<file path="config.mk">
export PLATFORM = sky130hd
export DESIGN_NAME = mem_ctrl
export DESIGN_NICKNAME = d
export VERILOG_FILES = /design/src/rtl/mem_ctrl_pkg.sv /design/src/rtl/mem_ctrl_align.sv /design/src/rtl/mem_ctrl.sv
export SDC_FILE = /design/constraint.sdc
export NUM_CORES = 1
export LEC_CHECK = 0
export BUFFER_PORTS_ARGS = -buffer_cell sky130_fd_sc_hd__buf_4
export CORE_MARGIN = 2
export CORE_UTILIZATION = 24
export DETAILED_ROUTE_END_ITERATION = 7
export GPL_TIMING_DRIVEN = 0
export PLACE_DENSITY = 0.49
export SYNTH_ARGS = -nofsm -noshare
export SYNTH_HDL_FRONTEND = slang
export SYNTH_SLANG_ARGS = --single-unit
</file>
<file path="constraint.sdc">
create_clock -name clk -period 13.3 [get_ports clk]
set_input_delay 2.66 -clock clk [delete_from_list [all_inputs] [get_ports clk]]
set_output_delay 2.66 -clock clk [all_outputs]
set_load 0.005 [all_outputs]
</file>
<file path="src/rtl/mem_ctrl_pkg.sv">
// Shared definitions for the GeMIPS MEM stage: memory op codes, FSM states
// and small op-decoding helpers used by mem_ctrl and mem_align.
package mem_defs;

    localparam logic [7:0] MEM_NOP = 8'h00;
    localparam logic [7:0] MEM_LB  = 8'h01;
    localparam logic [7:0] MEM_LBU = 8'h02;
    localparam logic [7:0] MEM_LH  = 8'h03;
    localparam logic [7:0] MEM_LHU = 8'h04;
    localparam logic [7:0] MEM_LW  = 8'h05;
    localparam logic [7:0] MEM_SB  = 8'h06;
    localparam logic [7:0] MEM_SH  = 8'h07;
    localparam logic [7:0] MEM_SW  = 8'h08;

    typedef enum logic [1:0] {
        ST_IDLE   = 2'd0,
        ST_ACCESS = 2'd1,
        ST_DONE   = 2'd2
    } state_e;

    typedef enum logic [1:0] {
        SZ_BYTE = 2'd0,
        SZ_HALF = 2'd1,
        SZ_WORD = 2'd2,
        SZ_NONE = 2'd3
    } size_e;

    function automatic size_e op_size(input logic [7:0] op);
        case (op)
            MEM_LB, MEM_LBU, MEM_SB: return SZ_BYTE;
            MEM_LH, MEM_LHU, MEM_SH: return SZ_HALF;
            MEM_LW, MEM_SW:          return SZ_WORD;
            default:                 return SZ_NONE;
        endcase
    endfunction

    function automatic logic op_is_load(input logic [7:0] op);
        return (op >= MEM_LB) && (op <= MEM_LW);
    endfunction

    function automatic logic op_is_store(input logic [7:0] op);
        return (op >= MEM_SB) && (op <= MEM_SW);
    endfunction

endpackage

</file>
<file path="src/rtl/mem_ctrl_align.sv">
// Combinational lane logic: byte enables, store-data replication, misalignment
// detection and load-data lane selection with sign/zero extension.
module mem_align
    import mem_defs::*;
(
    input  logic [7:0]  op_i,
    input  logic [1:0]  addr_lo_i,
    input  logic [31:0] st_data_i,
    input  logic [31:0] raw_i,
    output logic [3:0]  be_n_o,
    output logic [31:0] st_data_o,
    output logic        misalign_o,
    output logic [31:0] ld_data_o
);

    logic [7:0]  lane [4];
    logic [7:0]  byte_sel;
    logic [15:0] half_sel;
    size_e       size;

    for (genvar gi = 0; gi < 4; gi++) begin : g_lane
        assign lane[gi] = raw_i[8*gi +: 8];
    end

    assign size     = op_size(op_i);
    assign byte_sel = lane[addr_lo_i];
    assign half_sel = addr_lo_i[1] ? raw_i[31:16] : raw_i[15:0];

    always_comb begin
        be_n_o     = 4'hF;
        st_data_o  = 32'h0;
        misalign_o = 1'b0;
        ld_data_o  = raw_i;
        case (size)
            SZ_BYTE: begin
                be_n_o    = ~(4'b0001 << addr_lo_i);
                st_data_o = {4{st_data_i[7:0]}};
                ld_data_o = (op_i == MEM_LB) ? {{24{byte_sel[7]}}, byte_sel}
                                             : {24'h0, byte_sel};
            end
            SZ_HALF: begin
                misalign_o = addr_lo_i[0];
                be_n_o     = addr_lo_i[1] ? 4'b0011 : 4'b1100;
                st_data_o  = {2{st_data_i[15:0]}};
                ld_data_o  = (op_i == MEM_LH) ? {{16{half_sel[15]}}, half_sel}
                                              : {16'h0, half_sel};
            end
            SZ_WORD: begin
                misalign_o = |addr_lo_i;
                be_n_o     = 4'h0;
                st_data_o  = st_data_i;
            end
            default: ;
        endcase
    end

endmodule

</file>
<file path="src/rtl/mem_ctrl.sv">
// Multi-cycle MEM stage driving an asynchronous SRAM with WAIT_CYCLES extra
// access cycles; stalls the pipeline for the whole access.
module mem_ctrl
    import mem_defs::*;
#(
    parameter int WAIT_CYCLES = 1,
    parameter int RAM_AW      = 20
) (
    input  logic              clk,
    input  logic              rst,
    input  logic              we_i,
    input  logic [4:0]        waddr_i,
    input  logic [31:0]       wdata_i,
    input  logic [7:0]        mem_op,
    input  logic [31:0]       mem_addr_i,
    input  logic [31:0]       mem_data_i,
    output logic              we_o,
    output logic [4:0]        waddr_o,
    output logic [31:0]       wdata_o,
    output logic              stall_o,
    output logic              adel_o,
    output logic              ades_o,
    output logic [31:0]       bad_vaddr_o,
    output logic [RAM_AW-1:0] ram_addr_o,
    output logic [31:0]       ram_data_o,
    input  logic [31:0]       ram_data_i,
    output logic              ram_ce_n,
    output logic              ram_oe_n,
    output logic              ram_we_n,
    output logic [3:0]        ram_be_n
);

    // A zero-wait configuration still needs a 1-bit counter.
    localparam int CW = (WAIT_CYCLES < 1) ? 1 : $clog2(WAIT_CYCLES + 1);
    localparam logic [CW-1:0] CNT_LAST = CW'(WAIT_CYCLES);

    state_e        state_q, state_d;
    logic [CW-1:0] cnt_q, cnt_d;
    logic [31:0]   rdata_q, rdata_d;

    logic          is_load, is_store, is_mem;
    logic [3:0]    be_n;
    logic [31:0]   st_data;
    logic          misalign;
    logic [31:0]   ld_data;

    assign is_load  = op_is_load(mem_op);
    assign is_store = op_is_store(mem_op);
    assign is_mem   = is_load | is_store;

    mem_align u_align (
        .op_i       (mem_op),
        .addr_lo_i  (mem_addr_i[1:0]),
        .st_data_i  (mem_data_i),
        .raw_i      (rdata_q),
        .be_n_o     (be_n),
        .st_data_o  (st_data),
        .misalign_o (misalign),
        .ld_data_o  (ld_data)
    );

    always_ff @(posedge clk) begin
        if (rst) begin
            state_q <= ST_IDLE;
            cnt_q   <= '0;
            rdata_q <= '0;
        end else begin
            state_q <= state_d;
            cnt_q   <= cnt_d;
            rdata_q <= rdata_d;
        end
    end

    always_comb begin
        state_d     = state_q;
        cnt_d       = cnt_q;
        rdata_d     = rdata_q;
        we_o        = 1'b0;
        waddr_o     = waddr_i;
        wdata_o     = wdata_i;
        stall_o     = 1'b0;
        adel_o      = 1'b0;
        ades_o      = 1'b0;
        bad_vaddr_o = 32'h0;
        ram_ce_n    = 1'b1;
        ram_oe_n    = 1'b1;
        ram_we_n    = 1'b1;
        ram_be_n    = 4'hF;
        ram_addr_o  = mem_addr_i[RAM_AW+1:2];
        ram_data_o  = 32'h0;

        case (state_q)
            ST_IDLE: begin
                if (!is_mem) begin
                    we_o = we_i;
                end else if (misalign) begin
                    adel_o      = is_load;
                    ades_o      = is_store;
                    bad_vaddr_o = mem_addr_i;
                end else begin
                    stall_o = 1'b1;
                    cnt_d   = '0;
                    state_d = ST_ACCESS;
                end
            end
            ST_ACCESS: begin
                stall_o    = 1'b1;
                ram_ce_n   = 1'b0;
                ram_oe_n   = ~is_load;
                ram_we_n   = ~is_store;
                ram_be_n   = be_n;
                ram_data_o = is_store ? st_data : 32'h0;
                cnt_d      = cnt_q + 1'b1;
                if (cnt_q == CNT_LAST) begin
                    if (is_load) begin
                        rdata_d = ram_data_i;
                    end
                    state_d = ST_DONE;
                end
            end
            ST_DONE: begin
                if (is_load) begin
                    we_o    = we_i;
                    wdata_o = ld_data;
                end
                state_d = ST_IDLE;
            end
            default: state_d = ST_IDLE;
        endcase

        // Reset masks every output in the same cycle so an in-flight write is cut off immediately.
        if (rst) begin
            we_o        = 1'b0;
            waddr_o     = 5'h0;
            wdata_o     = 32'h0;
            stall_o     = 1'b0;
            adel_o      = 1'b0;
            ades_o      = 1'b0;
            bad_vaddr_o = 32'h0;
            ram_ce_n    = 1'b1;
            ram_oe_n    = 1'b1;
            ram_we_n    = 1'b1;
            ram_be_n    = 4'hF;
            ram_addr_o  = '0;
            ram_data_o  = 32'h0;
        end
    end

endmodule

</file>
* Word level (Yosys, flattened, before mapping)
Memory sizes are Yosys's and may differ from the RTL's.
Cells that the tools add are included.
** Storage, ports and cells
- Memory bits (read-only) :: 32
- Memories kept :: 1
- Bits in registers :: 35
- Input bits :: 144
- Logic and storage cells :: 90
- Output and inout port bits :: 132
** Memory list
- (no name shown) :: words 16, width 2, rd ports 1, clocked after memory_dff 0, write ports 0, RTL line mem_ctrl_pkg.sv:29 : case (op)
** Operators by class
- Order comparisons :: 5
- Add/sub/neg operators :: 1
- Shift operators :: 1
- Reduce and logical (&&, ||, !) cells :: 10
- Mux-type cells :: 55
- Bitwise logic cells :: 5
- Equal/unequal tests :: 9
** Operators with widths (number)
- $mux 32 :: 12
- $pmux 32 s3 :: 1
- $pmux 32 s2 :: 1
- $mux 1 :: 22
- $mux 20 :: 1
- $bmux 8 s2 :: 1
- $mux 16 :: 1
- $mux 8 :: 2
- $mux 4 :: 3
- $pmux 4 s3 :: 1
- $reduce_and 3->1 :: 3
- $eq 8x1->1 const B :: 1
- $eq 8x2->1 const B :: 1
- $ge 8x1->1 const B :: 1
- $ge 8x3->1 const B :: 1
- $le 8x3->1 const B :: 1
- $le 8x4->1 const B :: 1
- $mux 2 :: 4
- $pmux 1 s2 :: 4
- $ne 2x2->1 const B :: 3
- $mux 5 :: 1
- $eq 2x1->1 const B :: 2
- $eq 2x2->1 const B :: 2
- $logic_not 2->1 :: 2
- other kinds (12) :: 14

* Depth between registers and ports, before layout
- Depth in word-level cells :: 9
- Gate-level depth with buffers :: 13
- Mapped depth without buffers :: 11

* Hierarchy
Synthesis repeated with hierarchy kept, for this count alone.
** Second synthesis, totals
- Cell total of the unflattened synthesis :: 627
- Area total of the unflattened synthesis :: 4810.9 um^2
** Modules (own cells, without submodules)
- mem_ctrl :: area an instance 3293.2 um^2, cells an instance 393, instances 1, seq. area each 700.7 um^2
- mem_align :: area an instance 1517.7 um^2, cells an instance 234, instances 1, seq. area each 0.0 um^2

* Least setup slack after synthesis
Ideal clock, no wire load.
- Path kind :: input -> output
- From :: input mem_op[4]
- To :: output wdata_o[21]
- Buffers on the path :: 2
- Setup slack :: 5.320 ns
- Required time :: 10.640 ns
- Arrival time :: 5.320 ns
- Cell stages on the path :: 9
- Path through :: or4_4 -> a2111oi_0 -> ha_1 -> buf_1 -> nand2_1 -> o21ai_0 -> o22ai_2 -> buf_6 -> o41ai_2
** On the way
- Word-level cells in the longest chain between the ends :: 7
- Elaborated cells between the ends (all ways) :: 15
- Those cells by class :: order compare: 2; eq/ne: 3; mux: 7; reduce/logical: 3
** RTL lines
- start, declared :: RTL line mem_ctrl.sv:14 : input logic [7:0] mem_op,
- $logic_not 4->1 :: RTL line mem_ctrl_pkg.sv:29
- $mux 2 :: RTL line mem_ctrl_pkg.sv:29
- $eq 2x1->1 / $logic_not 2->1 (equally long branches) :: RTL line mem_ctrl_align.sv:34 : case (size)
- $pmux 32 s2 :: RTL line mem_ctrl_align.sv:34
- $mux 32 (*) :: RTL line mem_ctrl.sv:122 : if (is_load) begin
- $mux 32 (*) :: RTL line mem_ctrl.sv:92 : case (state_q)
- $mux 32 (*) :: RTL line mem_ctrl.sv:132 : if (rst) begin
- end, declared :: RTL line mem_ctrl.sv:19 : output logic [31:0] wdata_o,
Mark *: on every way between the ends. The rest lies on a longest branch, timed or not.

* Final worst setup path
- From :: input mem_op[4]
- To :: output wdata_o[8]
The elaborated chain is that of the path after synthesis.

==> flow_summary_export.csv <==
group,metric,value,unit
clock_tree,cts_resized,0,
grt,antenna_found_initial,0,
synth,synth_edf_count,0,
synth,synth_seq_cells,35,
route,drt_iter0_drc,400,
route,postRouteAntennaNets,0,
finish,utilization,41.18,%
route,drt-total-wl,17040,um
floorplan,io_pins,276,
flow_run,drv_cap,0,
synth,yosysSeqAreaShare,19.47,%
clock_tree,cts_max_level,2,
floorplan,die-area,0.01599,mm^2
synth,ys_types,50,
power,ir_drop,0.05146,mV
clock_tree,clock_path_buffers,2,
grt,grt_pass1_wl,25320,um
clock_tree,clock_latency,0.28,ns
sta,fin_crit,8.995,ns
sta,fin_crit_sh,67.63,%
sta,fmax,111.2,MHz
grt,grtUsageTotal,19.68,%
floorplan,core_area,0.01459,mm^2
clock_tree,cts_buffers,5,
route,route.detailed.drc,0,
sta,setup_violations,0,
sta,worstMarginPinSlew,0.9237,ns
finish,fin_nets,935,
clock_tree,clock-sinks,35,
sta,fin_tns_setup,0,ns
sta,relSlewSlack,36.83,%
floorplan,rows,44,
finish,syn_to_final_growth,66.97,%
route,via_per_inst,4.966,
outcome,status,"complete, no violations",
route,wire_per_inst,17.60,um
placed_design,finalWeightedCongestion,0.8812,
setup_path,crit_type,"in2out",
clock_tree,tritoncts,"built",
hold_path,hold_class,"reg2reg",
synth,netlist_area,0.003598,mm^2
synth,synth_area_per_cell,7.140,um^2
setup_path,setup.worst_path.end_class,"output pin",
synth,syn_nets,656,
clock_tree,postCtsHoldBufs,0,
placed_design,io_buffers,272,
setup_path,worstSetupStartpointType,"input port",
floorplan,die_h,126.5,um
grt,grt_pass1_vias,4587,
synth,yosysWarnings,0,
synth,synthArstFlopShare,0,%
sta,holdWs,0.4731,ns
clock_tree,cts.clk_slew.worst_paths,0.05,ns
setup_path,cp.required,10.64,ns
sta,final_max_slew_viol_count,0,
synth,synthCells,504,
power,power_density,50.06,mW/mm^2
sta,clock_skew,0.002918,ns
clock_tree,cts_setup_buffers,0,
placed_design,dp_hpwl,13930,um
sta,hold_viol_final,0,
sta,rsz0062_at_grt,"no",
floorplan,die_w,126.5,um
power,leakage,0.002540,uW
setup_path,critPathMaxFanout,10,
finish,antennaDiodeCount,0,
route,dr.pass1.iters,5,
synth,synthFlopType,"dfxtp_1",
setup_path,arrival,6.34,ns
finish,final_common_cell,"buf_4",
finish,mostFrequentLayoutCells,"272 x buf_4, 82 x nand2_1, 53 x a21oi_1, 49 x nor2_1, 41 x and2_1",
grt,grt_overflow_total,0,
finish,drive_above_1_share,41.96,%
floorplan,initial_utilization,24.67,%
route,vias,4807,
finish,nFillCells,1550,
clock_tree,cts_root_buffer,"clkbuf_16",
grt,grt_start_max_net_pins,11,
[synth_stat cells (2+ instances only)]
cell      instances  area [um^2]
a211oi_1         16        120.1
a21boi_0          2        15.01
a21oi_1          53        265.3
a21oi_2           2        17.52
a222oi_1          8        80.08
a22oi_1          24        180.2
and2_1           41        256.5
buf_1             3        11.26
buf_2            12        60.06
clkbuf_1         29        108.9
clkbuf_2          3        15.01
dfxtp_1          35        700.7
ha_1              8        100.1
inv_1            11        41.29
mux2i_1           6        60.06
mux4_2            7        157.7
nand2_1          82        307.8
nand2b_1          2        12.51
nand3_1           2        10.01
nand3b_1         17        127.6
nor2_1           49        183.9
nor2b_1          28        175.2
nor3_1            2        10.01
nor3_2            2        20.02
o2111a_1          3        33.78
o211ai_1          2        15.01
o21a_1            2        15.01
o21ai_0           9        45.04
o41ai_1           6        52.55
o41ai_2          10        162.7
or2_2             9        56.30
[per-stage QoR]
stage,cells,cell area [um^2],setup slack (ns),power (uW)
after detailed placement,960,5871,4.308,190.6
after CTS,968,6008,4.283,302.6
after global routing,968,6008,3.933,312.7
after global placement,960,5871,4.427,190.2
after floorplan,504,3598,5.320,134.8
final,968,6008,4.305,300.8
[worst paths after layout]
kind                            startpoint          end  slack [ns]  cells after the start
worst max register to register  state_q[1]  rdata_q[29]       11.56                      5
worst min register to register       cnt_q   state_q[0]        0.47                      1
worst min-delay path                 cnt_q   state_q[0]        0.47                      1
worst max-delay path             mem_op[4]   wdata_o[8]        4.30                     11
[layer usage]
metal	wire [um]	up-vias	track usage, %
met5	0	-	0
met4	169	0	2.973
met3	1070	13	3.205
met2	8393	183	34.51
met1	7402	2258	25.90
li1	-	2353	-
[flip-flops by register name (all words and copies together), names as in the netlist]
register / cells
state_q: 2
cnt_q: 1
rdata_q: 32
[cell families after synthesis]
| logic type | share of synthesized area [%] |
|---|---|
| xor gates and xnor gates | 0.2434 |
| buffers and inverters | 6.884 |
| adders and majority gates | 2.782 |
| AOI/OAI and AO/OA | 30.22 |
| and+or+nand+nor | 34.35 |
| DFF | 19.47 |
| muxes | 6.050 |
[power breakdown]
part	internal [uW]	leakage, uW	total (uW)	switching (uW)
logic	48.9	0.00219	83.1	34.2
registers	105	0.000282	105	0.166
clock network	69.2	0.0000679	112	43.3
total	223	0.00254	301	77.7
[critical path: stages]
cell and delay (ns):
buf_4 0.12, or4_4 0.58, a2111oi_0 0.84, ha_1 0.35, buf_1 0.40, inv_1 0.11, a21oi_2 0.36, buf_2 0.32
a22oi_1 0.12, a211oi_1 0.30, buf_4 0.16
[cell type report]
| cell class | count | area [um^2] | area share, % |
|---|---|---|---|
| Buffer | 48 | 206.4 | 3.436 |
| Clock buffer | 7 | 132.6 | 2.207 |
| Clock inverter | 1 | 5.005 | 0.08330 |
| Inverter | 11 | 41.29 | 0.6872 |
| Multi-Input combinational cell | 410 | 2650 | 44.11 |
| Sequential cell | 35 | 700.7 | 11.66 |
| Tap cell | 184 | 230.2 | 3.832 |
| Timing Repair Buffer | 272 | 2042 | 33.99 |
No activity file was read; power rests on OpenSTA's default activity.
